--- config.mk ---
export PLATFORM = sky130hd
export DESIGN_NAME = uart_tx_arbiter
export DESIGN_NICKNAME = d
export VERILOG_FILES = /design/src/rtl/uart_arb_pkg.sv /design/src/rtl/rr_priority_picker.sv /design/src/rtl/uart_tx_arbiter.sv
export SDC_FILE = /design/constraint.sdc
export NUM_CORES = 1
export LEC_CHECK = 0
export ABC_AREA = 1
export BUFFER_PORTS_ARGS = -buffer_cell sky130_fd_sc_hd__buf_2
export CAP_MARGIN = 30
export CORE_MARGIN = 3
export CORE_UTILIZATION = 30
export DETAILED_ROUTE_END_ITERATION = 12
export PLACE_DENSITY = 0.54
export SYNTH_ARGS = -nofsm -noshare
export SYNTH_HDL_FRONTEND = slang
export SYNTH_SLANG_ARGS = --single-unit
--- constraint.sdc ---
create_clock -name clk -period 4.55 [get_ports clk]
set_input_delay 0.455 -clock clk [delete_from_list [all_inputs] [get_ports clk]]
set_output_delay 0.455 -clock clk [all_outputs]
set_load 0.01 [all_outputs]
--- src/rtl/uart_arb_pkg.sv ---
// Shared types and helpers for the UART TX arbiter.
// Also used by the MMIO decoder for the grant readback.
package uart_arb_pkg;

    localparam int MAX_REQ = 8;

    typedef enum logic {
        IDLE   = 1'b0,
        LOCKED = 1'b1
    } arb_state_t;

    function automatic logic [2:0] onehot_to_idx(
        input logic [MAX_REQ-1:0] oh
    );
        logic [2:0] idx;
        idx = '0;
        for (int i = 0; i < MAX_REQ; i++) begin
            if (oh[i]) idx = idx | 3'(i);
        end
        return idx;
    endfunction

endpackage

--- src/rtl/rr_priority_picker.sv ---
// Round-robin picker: first set request at or above ptr,
// wrapping around. Purely combinational, one-hot output.
module rr_priority_picker #(
    parameter int N  = 4,
    parameter int PW = (N > 1) ? $clog2(N) : 1
) (
    input  logic [N-1:0]  req,
    input  logic [PW-1:0] ptr,
    output logic [N-1:0]  winner
);

    logic found;
    int   j;

    always_comb begin
        winner = '0;
        found  = 1'b0;
        j      = 0;
        for (int k = 0; k < N; k++) begin
            j = int'(ptr) + k;
            if (j >= N) j = j - N;
            if (!found && req[j]) begin
                winner[j] = 1'b1;
                found     = 1'b1;
            end
        end
    end

endmodule

--- src/rtl/uart_tx_arbiter.sv ---
// Packet-locked round-robin arbiter feeding the single UART
// transmitter from NUM_REQ byte-stream sources.
module uart_tx_arbiter
    import uart_arb_pkg::*;
#(
    parameter int NUM_REQ      = 4,
    parameter int LOCK_TIMEOUT = 1024
) (
    input  logic                 clk,
    input  logic                 reset,
    input  logic [NUM_REQ-1:0]   req_valid,
    input  logic [8*NUM_REQ-1:0] req_data,
    input  logic [NUM_REQ-1:0]   req_last,
    output logic [NUM_REQ-1:0]   req_ready,
    output logic                 tx_valid,
    output logic [7:0]           tx_data,
    input  logic                 tx_ready,
    output logic [NUM_REQ-1:0]   grant,
    output logic                 busy
);

    localparam int PW = (NUM_REQ > 1) ? $clog2(NUM_REQ) : 1;
    localparam int CW = (LOCK_TIMEOUT > 1) ? $clog2(LOCK_TIMEOUT) : 1;
    localparam logic [CW-1:0] TO_LAST =
        CW'((LOCK_TIMEOUT > 0) ? LOCK_TIMEOUT - 1 : 0);

    arb_state_t        state;
    logic [PW-1:0]     rr_ptr;
    logic [CW-1:0]     idle_cnt;
    logic [NUM_REQ-1:0] pick;
    logic [PW-1:0]     owner_idx;
    logic [PW-1:0]     next_ptr;
    logic [7:0]        owner_data;
    logic              owner_last;
    logic              owner_valid;
    logic              can_load;
    logic              beat;

    rr_priority_picker #(
        .N  (NUM_REQ),
        .PW (PW)
    ) u_picker (
        .req    (req_valid),
        .ptr    (rr_ptr),
        .winner (pick)
    );

    assign owner_idx = PW'(onehot_to_idx(MAX_REQ'(grant)));
    assign next_ptr  = (int'(owner_idx) == NUM_REQ - 1) ?
                       '0 : owner_idx + 1'b1;

    always_comb begin
        owner_data  = '0;
        owner_last  = 1'b0;
        owner_valid = 1'b0;
        for (int i = 0; i < NUM_REQ; i++) begin
            if (grant[i]) begin
                owner_data  = req_data[8*i +: 8];
                owner_last  = req_last[i];
                owner_valid = req_valid[i];
            end
        end
    end

    // Single-entry output register: refill allowed when empty or draining.
    assign can_load  = !tx_valid || tx_ready;
    assign req_ready = (state == LOCKED) ?
                       (grant & {NUM_REQ{can_load}}) : '0;
    assign beat      = |(req_valid & req_ready);
    assign busy      = (state != IDLE) || tx_valid;

    always_ff @(posedge clk) begin
        if (reset) begin
            state    <= IDLE;
            grant    <= '0;
            tx_valid <= 1'b0;
            tx_data  <= '0;
            rr_ptr   <= '0;
            idle_cnt <= '0;
        end else begin
            if (tx_valid && tx_ready) tx_valid <= 1'b0;
            unique case (state)
                IDLE: begin
                    if (|req_valid) begin
                        grant    <= pick;
                        idle_cnt <= '0;
                        state    <= LOCKED;
                    end
                end
                LOCKED: begin
                    if (beat) begin
                        tx_data  <= owner_data;
                        tx_valid <= 1'b1;
                        idle_cnt <= '0;
                        if (owner_last) begin
                            grant  <= '0;
                            rr_ptr <= next_ptr;
                            state  <= IDLE;
                        end
                    end else if (!owner_valid) begin
                        if (LOCK_TIMEOUT != 0 && idle_cnt == TO_LAST) begin
                            grant  <= '0;
                            rr_ptr <= next_ptr;
                            state  <= IDLE;
                        end else if (idle_cnt != '1) begin
                            idle_cnt <= idle_cnt + 1'b1;
                        end
                    end
                end
                default: state <= IDLE;
            endcase
        end
    end

endmodule

==> results.py <==
metrics = {
    "run_status": {
        "status": "finished clean",
    },
    "power": {
        "powerDensity_nw_per_um2": 256,
        "ir_drop_uv": 119,
        "leakagePower_uw": 0.00117,
        "fin_total_pwr_uw": 654,
    },
    "timing": {
        "rsz0062_at_grt": "false",
        "slew_violations": 0,
        "max_freq_mhz": 498,
        "maxSlewHeadroom_pct": 65.0,
        "hold_viol": 0,
        "skew_ns": 0.00248,
        "fin_crit_ns": 2.01,
        "whs_ns": 0.494,
        "period_share_pct": 44.1,
        "setup_viol": 0,
        "tightest_slew_ns": 0.524,
        "fin_tns_setup_ns": 0,
    },
    "layout": {
        "fin_nets": 433,
        "layout-drive-gt1-share_pct": 28.1,
        "design_area_um2": 2550,
        "seq_area_um2": 520,
        "diodes": 0,
        "nFillCells": 777,
        "mostFrequentLayoutCell": "nand2_1",
        "fin_util_pct": 37.4,
        "mostFrequentLayoutCells": "85 x nand2_1, 60 x buf_2, 46 x nand3_1",
        "syn2layout_area_growth_pct": 20.4,
        "multi_input_area_um2": 1410,
    },
    "floorplanning": {
        "dieArea_um2": 8110,
        "die_h_um": 90.1,
        "die_x_um": 90.1,
        "initial_core_util_pct": 31.0,
        "core.rowCount": 30,
        "core_area_um2": 6830,
        "ios": 61,
    },
    "setup_path": {
        "worstSetupPathType": "reg2reg",
        "cp.required_ns": 4.76,
        "max_stage_delay_ns": 0.66,
        "cpMaxStageDelayCell": "dfxtp_1",
        "worstSetupStartpointType": "flop",
        "crit_fanout": 19,
        "path_cells": "nand2_1, inv_1, nand3_2, nand4_2, nand2_1, nand3_1, nand2_1, a21oi_1",
        "r2r_start": "state",
        "worstPathArrival_ns": 2.21,
        "crit_family": "simple AND/OR/NAND/NOR gates",
        "worstSetupStartpoint": "state",
        "cp_common_cell": "nand2_1",
        "timing.critical_path.buf_inv": 1,
        "cp-end-kind": "flop",
    },
    "clock_network": {
        "cts_resized": 0,
        "cts.reportedPaths.clkPinSlew_ns": 0.09,
        "ctsHoldBuffers": 0,
        "cts_made_buffers": 3,
        "htreeDepth": 1,
        "clock-root-buffer": "clkbuf_8",
        "clock_latency_ns": 0.27,
        "cts_setup_buffers": 0,
        "cts_buffer_depth": 2,
        "clock-sinks": 26,
        "cts_tree": "done",
    },
    "synthesis": {
        "synth-adder-area-share_pct": 2.95,
        "muxShareOfSynthArea_pct": 0,
        "synthDistinctLibCells": 36,
        "synth.avg_cell_area_um2": 6.45,
        "yosys.area.top_type": "dfxtp_1",
        "synth_top_family_by_area": "simple AND/OR/NAND/NOR gates",
        "yosysTopAreaCellShare_pct": 24.5,
        "synthSimpleGateAreaFrac_pct": 49.9,
        "syn_inst": 329,
        "yosys-top-cells-area": "dfxtp_1 25%, nand2_1 15%, nand3_1 11%",
        "ys_ff_latch": 26,
        "yosys_warnings": 0,
        "synth_nets": 377,
        "synth-compound-area-share_pct": 12.6,
        "synthXorXnorAreaFrac_pct": 0.826,
        "synth-seq-area-share_pct": 24.5,
        "syn_area_um2": 2120,
    },
    "grt": {
        "grt_use_total_pct": 14.2,
        "grt_max_degree": 22,
        "grt_pass1_vias": 2058,
        "grt_pass1_wl_um": 9640,
        "antenna_found_initial": 0,
        "gr-total-overflow": 0,
    },
    "routing": {
        "vias_per_cell": 4.67,
        "wl_um": 5810,
        "wl_per_cell_um": 12.1,
        "ant_nets": 0,
        "drt_iter0_drc": 96,
        "vias": 2243,
        "first_pass_iters": 4,
        "drc": 0,
    },
    "placed_design": {
        "gp_congestion": 0.806,
        "io_buffer_count": 60,
        "dpl_cell_area_um2": 2480,
        "dp_hpwl_um": 4630,
    },
    "hold_path": {
        "worstHoldStart": "tx_data[4]",
        "min_path_type": "reg2reg",
    },
    "job": {
        "maxCapViolCount": 0,
    },
}
-- report_power, final --
part | leakage (uW) | internal (uW) | switching (uW) | total [uW]
clock | 0.0000357 | 118 | 76.5 | 194
combinational | 0.000920 | 71.9 | 126 | 197
sequential | 0.000211 | 242 | 20.6 | 263
-- registers in the layout, summed over array words and instances, names as in the netlist --
register  cells
grant         4
idle_cnt     10
rr_ptr        2
state         1
tx_data       8
tx_valid      1
-- worst min-delay path, cell delays in order, from the launching register on --
cell	delay [ns]
dfxtp_1	0.32
nor2_1	0.09
a211oi_1	0.04
-- routing by layer --
metal	up-vias	track usage, %	routed length, um
li1	1199	-	-
met1	980	18.4	2770
met2	60	24.1	2650
met3	4	3.35	350
met4	0	2.68	45
met5	-	0	0
-- synth_stat cells --
cell and instances:
a211oi_1 8, a21oi_1 10, a21oi_2 7, buf_2 3
buf_4 1, buf_6 1, buf_8 1, clkbuf_1 3
clkinv_1 1, dfxtp_1 26, ha_1 5, inv_1 29
inv_2 6, nand2_1 85, nand2_2 10, nand2_4 4
nand3_1 46, nand3_2 7, nand3_4 1, nand3b_1 1
nand3b_4 1, nand4_1 12, nand4_2 1, nor2_1 32
nor2_2 2, nor2_4 2, nor2_8 1, nor3_1 2
o211ai_1 1, o21ai_0 12, o21ai_1 2, o21bai_1 1
o21bai_2 1, or2_0 1, or2_2 1, xnor2_1 2
-- worst paths after layout --
path | endpoint | slack [ns] | depth (start not counted)
max | grant[1] | 2.54 | 8
min | tx_data[4] | 0.49 | 2
max reg2reg | grant[1] | 2.54 | 8
min reg2reg | tx_data[4] | 0.49 | 2
-- cells by family after synthesis --
kind of cell,after synthesis
compound gates,42
xor+xnor,2
fa+ha+maj,5
buf+inv,45
flops,26
simple gates,209
-- stage by stage --
| step | setup WS (ns) | cells |
|---|---|---|
| after floorplan | 2.92 | 329 |
| after global placement | 2.53 | 476 |
| after detailed placement | 2.48 | 476 |
| after CTS | 2.50 | 480 |
| after global routing | 2.29 | 480 |
| final | 2.54 | 480 |
-- cell type report --
cell class,count,share of cell area (%)
Sequential cell,26,20.4
Tap cell,96,4.71
Timing Repair Buffer,60,11.8
Clock buffer,3,1.62
Clock inverter,1,1.18
Inverter,36,5.29
Multi-Input combinational cell,258,55.0
Note: power is estimated with default switching activity, not from simulation.
